## config.mk

```make
export PLATFORM = sky130hd
export DESIGN_NAME = imem_loader
export DESIGN_NICKNAME = d
export VERILOG_FILES = /design/src/rtl/imem_loader.sv
export SDC_FILE = /design/constraint.sdc
export NUM_CORES = 1
export LEC_CHECK = 0
export ABC_AREA = 1
export CAP_MARGIN = 20
export CORE_ASPECT_RATIO = 0.9
export CORE_MARGIN = 2
export CORE_UTILIZATION = 55
export CTS_CLUSTER_DIAMETER = 50
export DETAILED_ROUTE_END_ITERATION = 10
export PLACE_DENSITY = 0.85
export SLEW_MARGIN = 20
export SYNTH_ARGS = -nofsm -noshare
export SYNTH_HDL_FRONTEND = slang
export SYNTH_SLANG_ARGS = --single-unit
```

## constraint.sdc

```tcl
create_clock -name i_clk -period 3.59 [get_ports i_clk]
set_clock_uncertainty 0.2 [all_clocks]
set_input_delay 0.718 -clock i_clk [delete_from_list [all_inputs] [get_ports i_clk]]
set_output_delay 0.718 -clock i_clk [all_outputs]
set_load 0.05 [all_outputs]
```

## src/rtl/imem_loader.sv

```systemverilog
// Boot-time loader: assembles a little-endian byte stream into 32-bit words and writes instruction memory.
// Optional trailing XOR checksum byte enabled by defining IMEM_LOADER_CHECKSUM_EN.
module imem_loader #(
  parameter int unsigned DEPTH_WORDS = 64
) (
  input  logic        i_clk,
  input  logic        i_srst,
  input  logic        i_byteValid,
  input  logic [7:0]  i_byte,
  output logic        o_byteReady,
  output logic        o_imemWriteEnable,
  output logic [31:0] o_imemWriteAddress,
  output logic [31:0] o_imemWriteData,
  output logic        o_coreHold,
  output logic        o_done,
  output logic        o_error,
  output logic [15:0] o_wordCount
);

`ifdef IMEM_LOADER_CHECKSUM_EN
  typedef enum logic [2:0] {S_LEN0, S_LEN1, S_DATA, S_CHECK, S_DONE, S_ERROR} state_e;
  localparam state_e S_END = S_CHECK;
`else
  typedef enum logic [2:0] {S_LEN0, S_LEN1, S_DATA, S_DONE, S_ERROR} state_e;
  localparam state_e S_END = S_DONE;
`endif

  state_e      state_q, state_d;
  logic [15:0] len_q, len_d;
  logic [23:0] word_q, word_d;
  logic [1:0]  bcnt_q, bcnt_d;
  logic [15:0] idx_q, idx_d;
  logic        we_q, we_d;
  logic [31:0] addr_q, addr_d;
  logic [31:0] data_q, data_d;
`ifdef IMEM_LOADER_CHECKSUM_EN
  logic [7:0]  acc_q, acc_d;
`endif
  logic        ready;
  logic        accept;

  always_ff @(posedge i_clk) begin
    if (!i_srst) begin
      state_q <= S_LEN0;
      len_q   <= '0;
      word_q  <= '0;
      bcnt_q  <= '0;
      idx_q   <= '0;
      we_q    <= 1'b0;
      addr_q  <= '0;
      data_q  <= '0;
`ifdef IMEM_LOADER_CHECKSUM_EN
      acc_q   <= '0;
`endif
    end else begin
      state_q <= state_d;
      len_q   <= len_d;
      word_q  <= word_d;
      bcnt_q  <= bcnt_d;
      idx_q   <= idx_d;
      we_q    <= we_d;
      addr_q  <= addr_d;
      data_q  <= data_d;
`ifdef IMEM_LOADER_CHECKSUM_EN
      acc_q   <= acc_d;
`endif
    end
  end

  always_comb begin
    state_d = state_q;
    len_d   = len_q;
    word_d  = word_q;
    bcnt_d  = bcnt_q;
    idx_d   = idx_q;
    we_d    = 1'b0;
    addr_d  = addr_q;
    data_d  = data_q;
`ifdef IMEM_LOADER_CHECKSUM_EN
    acc_d   = acc_q;
`endif

    ready = 1'b0;
    if (i_srst) begin
      case (state_q)
        S_LEN0, S_LEN1, S_DATA: ready = 1'b1;
`ifdef IMEM_LOADER_CHECKSUM_EN
        S_CHECK:                ready = 1'b1;
`endif
        default:                ready = 1'b0;
      endcase
    end
    accept = i_byteValid && ready;

    if (accept) begin
      case (state_q)
        S_LEN0: begin
          len_d   = {8'h00, i_byte};
          state_d = S_LEN1;
        end
        S_LEN1: begin
          len_d[15:8] = i_byte;
          if ({16'd0, len_d} > DEPTH_WORDS) state_d = S_ERROR;
          else if (len_d == 16'd0)         state_d = S_END;
          else                             state_d = S_DATA;
        end
        S_DATA: begin
`ifdef IMEM_LOADER_CHECKSUM_EN
          acc_d = acc_q ^ i_byte;
`endif
          if (bcnt_q == 2'd3) begin
            we_d   = 1'b1;
            addr_d = {14'd0, idx_q, 2'b00};
            data_d = {i_byte, word_q};
            idx_d  = idx_q + 16'd1;
            bcnt_d = 2'd0;
            if (idx_d == len_q) state_d = S_END;
          end else begin
            case (bcnt_q)
              2'd0:    word_d[7:0]   = i_byte;
              2'd1:    word_d[15:8]  = i_byte;
              default: word_d[23:16] = i_byte;
            endcase
            bcnt_d = bcnt_q + 2'd1;
          end
        end
`ifdef IMEM_LOADER_CHECKSUM_EN
        S_CHECK: state_d = (i_byte == acc_q) ? S_DONE : S_ERROR;
`endif
        default: ;
      endcase
    end
  end

  // DONE is entered together with the final strobe; done is withheld until the strobe has retired.
  assign o_done             = (state_q == S_DONE) && !we_q;
  assign o_error            = (state_q == S_ERROR);
  assign o_coreHold         = !o_done;
  assign o_byteReady        = ready;
  assign o_imemWriteEnable  = we_q;
  assign o_imemWriteAddress = addr_q;
  assign o_imemWriteData    = data_q;
  assign o_wordCount        = idx_q;

endmodule

```

==> metrics.csv, run 1 <==
metric,value,unit
gr-total-overflow,0,
yosysTopAreaCell,dfxtp_1,
min_path_type,flop to flop,
clk_pin_slew,110,ps
synth.most_common_cell,dfxtp_1,
r2r-start,state_q[0],
vias_per_cell,5.36,
cts_buffer_depth,2,
grt_pass1_vias,4148,
cp_num_buf_inv,2,
reg2reg_setup_slack,1000,ps
ys_top_cells_by_area,"dfxtp_1 (46%), o21ai_0 (9.9%), a21oi_1 (7.5%)",
power_density,374,nW/µm²
seq_area_frac_synth,46.0,%
die_area,9460,µm²
regArea,2200,µm²
wl_met2,5.20,mm
grt_max_degree,100,
n_fill_cell,753,
dr_total_vias,4441,
finalNonFillerCells,829,
cts-root-buf,clkbuf_8,
fin_nets,721,
cts.repair.resized,0,
yosysTopAreaCellShare,46.0,%
worstHoldEndpoint,o_imemWriteData[8],
drc,0,
dpl.cell_count,813,
worst-slew-pin-transition,891,ps
setup_violations,0,
synthTopCellsByCount,"dfxtp_1 (110), o21ai_0 (95), nor2_1 (87)",
htreeDepth,3,
multi_input_area,2190,µm²
path_max_fanout,4,
routedWlPerCell,14.2,µm
synth_seq_cells,110,
antenna_cells,0,
crit_cells,3,
worstSetupEndpointType,output port,
rows,32,
die_h,92.5,µm
hold_viol_final,0,
setup_ws,656,ps
synth_cells,642,
finalMaxSlewViolations,0,
drive_gt1_share,5.49,%
io_pins,96,
crit_path_top_delay_cell,clkdlybuf4s50_1,
wl_met1,5.35,mm
tns,0,ps
yosys_most_used_dff,dfxtp_1,
min-delay-start,word_q[8],
wl_met3,876,µm
dr.first_iter.drc_count,248,
r2r_end,o_wordCount[15],
crit_chain,inv_1 > nor4_2 > clkdlybuf4s50_1,
synth_edf_count,0,
yosysUniqueCellTypes,30,
max_stage_delay,870,ps
max_freq,0.341,GHz
initial_utilization,56.1,%
rsz0062_at_grt,no,
die_w,102,µm
track_usage,25.7,%
pre_cts_ws,500,ps
drv_cap,0,
core-area,8530,µm²
first_pass_iters,6,
ys_warn_count,0,
ff2ff_path_depth,9,
syn_area_per_cell,7.45,µm²
post-route-period-util,81.7,%
min_period,2930,ps
wl,11.7,mm
ir_drop,230,µV
post_cts_buffers,0,
cts_buffers,9,
required,2670,ps
clk_latency,380,ps
crit_family,buffers and inverters,
grt_pass1_wl,19.2,mm
netlist_area,4780,µm²
async_flop_share,0,%
power_leakage,2.40,nW
max_slew_margin,40.1,%
cts.sinks,110,
ant_nets,0,
min_path_cells,2,
status,"finished, final reports clean",
areaGrowthSynthToFinish,20.6,%
worstSetupPathType,flop to output port,
setup.worst_path.start_class,flop,
place_hpwl,8.05,mm
cts_tree,yes,
dr.max_layer_used,met4,
antenna_found_initial,0,
port_buffers,79,
gp_congestion,0.857,
worstPathArrival,2020,ps
cts_hold_buf,0,
-- layout by cell type (no fill, tap or decap), types with 3 or more instances in the layout --
cell type / n
conb_1: 16
clkbuf_8: 10
nor3_1: 6
nor2_1: 87
inv_2: 3
nand2_1: 85
o211ai_1: 3
ha_1: 5
o21ai_0: 95
inv_1: 52
nand4_1: 9
clkdlybuf4s50_1: 78
a21oi_1: 72
nand3_1: 39
buf_4: 3
dfxtp_1: 110
nor2_4: 5
inv_6: 3
a31oi_1: 3
nor2_2: 5
-- worst max path at each step --
stage	slack [ps]	start	end
finish	660	state_q[1]	o_done
detailed placement	500	i_byteValid	o_wordCount[15]
CTS	640	state_q[1]	o_done
global route	510	state_q[1]	o_done
floorplan	620	o_imemWriteEnable	o_coreHold
global placement	630	i_byteValid	o_wordCount[15]
-- layout make-up --
type	count	share of cell area, %
sequential	110	38.2
multi-input combinational	445	37.9
timing repair buffer	83	14.4
inverter	56	3.64
tap	119	2.58
clock buffer	10	2.38
clock inverter	6	0.997
-- sequential cells by signal (all words and copies together) (netlist names) --
name / count
o_imemWriteData: 32
word_q: 24
len_q: 16
o_imemWriteAddress: 16
o_wordCount: 16
state_q: 3
bcnt_q: 2
o_imemWriteEnable: 1
-- power breakdown --
group	switching (mW)	internal [mW]	leakage (nW)
combinational	0.123	0.0427	1.41
clock	0.458	0.291	0.102
sequential	0.0129	1.23	0.888
-- metrics by stage --
stage | cell area [µm²] | total power, mW | hold WS (ps) | utilization [%]
after floorplan | 4850 | 1.41 | 250 | -
after global placement | 5580 | 1.43 | 262 | 65.4
after detailed placement | 5580 | 1.44 | 269 | 65.4
after CTS | 5770 | 2.17 | 289 | 67.7
after global routing | 5770 | 2.24 | 298 | 67.7
final | 5770 | 2.16 | 284 | 67.7
-- worst min-delay path, cell delays in order, from the launching register on --
cell     delay [ps]
dfxtp_1         340
nor2_1           50
nor2_1           80
-- kinds of logic after synthesis --
family	after synthesis	share of synthesized area (%)
simple gates	243	22.3
compound gates	174	18.5
flops	110	46.0
buf+inv	102	9.68
xor+xnor	7	2.17
fa+ha+maj	5	1.31
other cells	1	0.0784
-- routing by layer --
metal / vias up / track usage, %
li1: 2209 / -
met1: 2051 / 35.5
met2: 150 / 37.7
met3: 31 / 7.25
met4: 0 / 10.3
met5: - / 0
No activity file was read; power rests on OpenSTA's default activity.
==> run 2: changes to the inputs <==
--- a/config.mk
+++ b/config.mk
@@ -9,10 +9,10 @@
 export CAP_MARGIN = 20
 export CORE_ASPECT_RATIO = 0.9
 export CORE_MARGIN = 2
-export CORE_UTILIZATION = 55
+export CORE_UTILIZATION = 51
 export CTS_CLUSTER_DIAMETER = 50
 export DETAILED_ROUTE_END_ITERATION = 10
-export PLACE_DENSITY = 0.85
+export PLACE_DENSITY = 0.79
 export SLEW_MARGIN = 20
 export SYNTH_ARGS = -nofsm -noshare
 export SYNTH_HDL_FRONTEND = slang
==> constraint.sdc (replaced) <==
create_clock -name i_clk -period 2.71 [get_ports i_clk]
set_clock_uncertainty 0.2 [all_clocks]
set_input_delay 0.542 -clock i_clk [delete_from_list [all_inputs] [get_ports i_clk]]
set_output_delay 0.542 -clock i_clk [all_outputs]
set_load 0.05 [all_outputs]
==> run 2 against run 1 <==
  * Worst hold slack improved by 4.9 ps
  * Core utilization fell by 3.2 points
  * Routed wire length rose by 1.8%
  * Worst setup slack got worse by 430 ps
  * Critical path depth fell by 2
  * Combinational power rose by 43%
  * Non-clock buffer count rose by 13
  * Sequential cell count did not move
  * Largest power group unchanged
  * Global-route usage fell by 1.4 points
  * Via count rose by 0.72%
  * Sequential power rose by 32%
  * Register-to-register slack got worse by 740 ps
==> metrics.csv, run 2 (synthesized netlist as in run 1, its figures left out) <==
metric,value,unit,change
status,"finished, final reports clean",,
clk_latency,370,ps,about the same
worstSetupPathType,flop to output port,,
die_area,10200,µm²,+7.5%
drv_cap,0,,unchanged
cts_hold_buf,0,,unchanged
setup.worst_path.start_class,flop,,
switchingPower,0.750,mW,+26%
io_pins,96,,unchanged
dr_total_vias,4473,,+0.72%
cts_tree,yes,,
setup_violations,0,,unchanged
p_total,2.89,mW,+34%
clk_pin_slew,100,ps,about the same
multi_input_area,2200,µm²,+0.40%
p_int,2.14,mW,+37%
vias_per_cell,5.30,,-1.1%
layout_common_cells,"dfxtp_1 (109), o21ai_0 (95), nor2_1 (87)",,
finalNonFillerCells,844,,+1.8%
power_leakage,2.47,nW,+3.2%
largest_reg_flops,32,,unchanged
cts-root-buf,clkbuf_8,,
post-route-period-util,91.5,%,
grt_max_degree,64,,-36%
ir_drop,325,µV,+41%
grt_pass1_vias,4300,,+3.7%
crit_path_top_delay_cell,clkdlybuf4s50_1,,
htreeDepth,3,,unchanged
gp_congestion,0.859,,+0.23%
antenna_cells,0,,unchanged
antenna_found_initial,0,,unchanged
regArea,2200,µm²,about the same
gr-total-overflow,0,,unchanged
die_w,106,µm,+3.7%
ant_nets,0,,unchanged
tns,0,ps,unchanged
dpl.cell_count,829,,+2.0%
rows,33,,+3.1%
min_period,2480,ps,
fin_nets,734,,+1.8%
rsz0062_at_grt,no,,
areaGrowthSynthToFinish,22.9,%,
cts.sinks,110,,unchanged
path_max_fanout,7,,+3
track_usage,24.3,%,-1.4 points
power_density,491,nW/µm²,+31%
drc,0,,unchanged
drive_gt1_share,7.34,%,+1.8 points
cp_num_buf_inv,1,,-1
crit_chain,clkdlybuf4s50_1,,
n_fill_cell,805,,+6.9%
max_freq,0.403,GHz,
worstSetupEndpointType,output port,,
min_path_type,flop to flop,,
die_h,95.9,µm,+3.7%
max_slew_margin,65.5,%,+25 points
required,1970,ps,-700 ps
hold_viol_final,0,,unchanged
dr.first_iter.drc_count,236,,-4.8%
worstPathArrival,1740,ps,-280 ps
routedWlPerCell,14.2,µm,about the same
wl,12.0,mm,+1.8%
first_pass_iters,5,,-1
initial_utilization,52.4,%,-3.7 points
core-area,9130,µm²,+7.0%
layout_commonest_cell,dfxtp_1,,
grt_pass1_wl,19.9,mm,+3.3%
place_hpwl,8.40,mm,+4.3%
pwr-share-comb,8.2,%,+0.6 points
cts_buffers,9,,unchanged
clkPwrFrac,34.6,%,about the same
seqPwrFrac,57.2,%,-0.5 points
crit_family,buffers and inverters,,
worst-slew-pin-transition,517,ps,-374 ps
p_sw_share,25.9,%,-1.5 points
cts_buffer_depth,2,,unchanged
port_buffers,79,,unchanged
max_stage_delay,860,ps,about the same
finalMaxSlewViolations,0,,unchanged
[run 2: worst register-to-register path, delay by kind of cell (launching register included)]
kind	cells	cell delay [ps]
AOI/OAI and AO/OA	1	180
adders and majority gates	1	250
DFF	1	490
and+or+nand+nor	12	1250
[run 2: timing repair]
item,4_1_cts,5_1_grt
gates resized for setup,0,3
buffers inserted,0,0
setup endpoints to repair,0,3
[run 2: per-layer routing]
metal  vias to the layer above  track usage [%]  wire, µm
li1                       2231                -         -
met1                      2071             30.2      5260
met2                       148             42.6      5780
met4                         0             8.44       256
met5                         -                0         0
met3                        23             4.54       659
[run 2: power by group through the flow]
stage                     clock network, mW  logic (mW)  registers [mW]
after floorplan                           0       0.179            1.69
after global placement                    0       0.229            1.69
after detailed placement                  0       0.232            1.69
after CTS                              1.02       0.233            1.65
after global routing                   1.08       0.255            1.66
final                                 0.999       0.236            1.65
[run 2: final timing paths]
| kind | start | end | slack (ps) | cells past startpoint |
|---|---|---|---|---|
| worst max-delay path | o_wordCount[10] | o_wordCount[10] | 230 | 1 |
| worst max register to register | o_wordCount[1] | state_q[2] | 260 | 14 |
| worst min register to register | len_q[12] | len_q[12] | 290 | 2 |
| worst min-delay path | len_q[12] | len_q[12] | 290 | 2 |
[run 2: final cells by class]
| cell class | instances | share of cell area, % |
|---|---|---|
| Clock buffer | 10 | 2.17 |
| Clock inverter | 5 | 1.13 |
| Inverter | 56 | 3.57 |
| Multi-Input combinational cell | 445 | 37.3 |
| Sequential cell | 110 | 37.5 |
| Tap cell | 122 | 2.60 |
| Timing Repair Buffer | 96 | 15.7 |
[run 2: per-stage QoR]
stage,hold slack [ps],setup WS (ps),util (%),cell area [µm²]
after floorplan,250,282,-,4860
after global placement,263,265,62.3,5680
after detailed placement,270,213,62.3,5680
after CTS,285,1.43,64.4,5880
after global routing,315,41.0,64.5,5880
final,289,231,64.5,5880
==> run 3: changes to the inputs <==
--- a/config.mk
+++ b/config.mk
@@ -9,10 +9,9 @@
 export CAP_MARGIN = 20
 export CORE_ASPECT_RATIO = 0.9
 export CORE_MARGIN = 2
-export CORE_UTILIZATION = 51
+export CORE_UTILIZATION = 30
 export CTS_CLUSTER_DIAMETER = 50
 export DETAILED_ROUTE_END_ITERATION = 10
-export PLACE_DENSITY = 0.79
 export SLEW_MARGIN = 20
 export SYNTH_ARGS = -nofsm -noshare
 export SYNTH_HDL_FRONTEND = slang
==> run 3 against run 2 <==
  * Routed wire length grew 6.8%
  * Clock power rose by 35%
  * Worst hold slack got worse by 7.0 ps
  * Final cell count up 9.8%
==> metrics.csv, run 3 (synthesized netlist as in run 1, its figures left out) <==
metric,value,unit,change
drive_gt1_share,7.86,%,+0.52 points
die_w,137,µm,+29%
cts_buffers,9,,unchanged
min_path_cells,2,,unchanged
crit_cells,4,,+3
gp_congestion,0.833,,-3.0%
wl,12.8,mm,+6.8%
post-route-period-util,94.0,%,+2.5 points
crit_path_top_delay_cell,clkdlybuf4s50_1,,
routedWlPerCell,13.8,µm,-2.8%
core-area,15500,µm²,+70%
die_area,17000,µm²,+67%
multi_input_area,2200,µm²,unchanged
clk_pin_slew,70,ps,-30 ps
io_pins,96,,unchanged
crit_chain,inv_1 > nor4_4 > inv_1 > clkdlybuf4s50_1,,
tns,0,ps,unchanged
rsz0062_at_grt,no,,
layout_common_cells,"dfxtp_1 (110), o21ai_0 (95), nor2_1 (87)",,
grt_pass1_vias,3849,,-10%
post-route-util,39.5,%,-25 points
clk_latency,360,ps,about the same
rows,43,,+30%
track_usage,15.6,%,-8.7 points
worst-slew-pin-transition,516,ps,-0.481 ps
required,1970,ps,about the same
cts-root-buf,clkbuf_16,,
max_freq,0.392,GHz,-2.7%
grt_max_degree,100,,+56%
crit_top_cell,inv_1,,
hold_viol_final,0,,unchanged
power_leakage,2.52,nW,+2.0%
first_pass_iters,5,,unchanged
gr-total-overflow,0,,unchanged
power_density,530,nW/µm²,+7.9%
status,"finished, final reports clean",,
ir_drop,298,µV,-8.2%
grt_pass1_wl,20.6,mm,+3.4%
n_fill_cell,1631,,+100%
layout_commonest_cell,dfxtp_1,,
initial_utilization,30.9,%,-22 points
cts_hold_buf,0,,unchanged
largest_reg_flops,32,,unchanged
crit_family,buffers and inverters,,
drc,0,,unchanged
antenna_found_initial,0,,unchanged
htreeDepth,3,,unchanged
setup_violations,0,,unchanged
min_period,2550,ps,+68.6 ps
cts.sinks,110,,unchanged
setup.worst_path.start_class,flop,,
max_slew_margin,65.5,%,-0.076 points
regArea,2200,µm²,about the same
path_max_fanout,4,,-3
vias_per_cell,4.56,,-14%
cp_num_buf_inv,3,,+2
min_path_type,flop to flop,,
post_cts_buffers,0,,unchanged
areaGrowthSynthToFinish,27.9,%,
fin_nets,736,,+0.27%
antenna_cells,0,,unchanged
ff2ff_path_depth,14,,unchanged
finalMaxSlewViolations,0,,unchanged
worstSetupEndpointType,output port,,
cts_tree,yes,,
cts.repair.resized,0,,unchanged
dr_total_vias,4229,,-5.5%
worstSetupPathType,flop to output port,,
worstPathArrival,1810,ps,+70 ps
cts_buffer_depth,2,,unchanged
dr.first_iter.drc_count,280,,+19%
drv_cap,0,,unchanged
port_buffers,79,,unchanged
die_h,124,µm,+29%
max_stage_delay,690,ps,-170 ps
place_hpwl,8.87,mm,+5.6%
ant_nets,0,,unchanged
[run 3: cell types whose count changed in the layout (fill, tap and decap cells not counted)]
cell,delta
clkbuf_16,+9
clkbuf_8,-9
buf_12,+2
clkinv_2,+2
dlymetal6s2s_1,-2
buf_4,+1
clkbuf_1,-1
clkdlybuf4s50_1,+1
clkinvlp_4,+1
dfxtp_1,+1
dfxtp_2,-1
inv_8,-1
[run 3: power by group]
part / internal, mW / switching [mW]
Clock: 0.721 / 0.632
Sequential: 1.63 / 0.0177
Combinational: 0.0718 / 0.168
Total: 2.43 / 0.817
[run 3: final cells by class]
class                      instances  share of cell area (%)
sequential                       110                    36.0
multi-input combinational        445                    35.9
timing repair buffer              98                    15.7
tap                              202                    4.13
clock buffer                       9                    3.68
inverter                          56                    3.44
clock inverter                     7                    1.19
[run 3: path summary, 6_finish.rpt]
kind                  startpoint                   to  slack [ps]
setup / recovery      state_q[1]           o_coreHold         160
hold / removal        word_q[12]  o_imemWriteData[12]         280
setup reg to reg  o_wordCount[1]           state_q[1]         290
hold reg to reg       word_q[12]  o_imemWriteData[12]         280
[run 3: per-stage QoR]
stage	worst slack [ps]	area, µm²	hold WS, ps	std cells	power [mW]
floorplan	282	4860	250	657	1.86
global placement	224	5820	266	911	1.93
detailed placement	188	5820	267	911	1.93
CTS	136	6120	287	927	3.28
global route	17.0	6120	311	927	3.37
finish	162	6120	282	927	3.24
[run 3: tightest hold or removal path, cell delays in order (launching register included)]
cell and delay (ps):
dfxtp_1 330, nor2_1 40, nor2_1 80
[run 3: routing by layer]
layer | vias to the layer above | wire (µm) | GRT usage [%]
li1 | 2246 | - | -
met1 | 1900 | 6700 | 23.3
met2 | 81 | 5390 | 22.3
met3 | 2 | 636 | 3.99
met4 | 0 | 45 | 3.48
met5 | - | 0 | 0
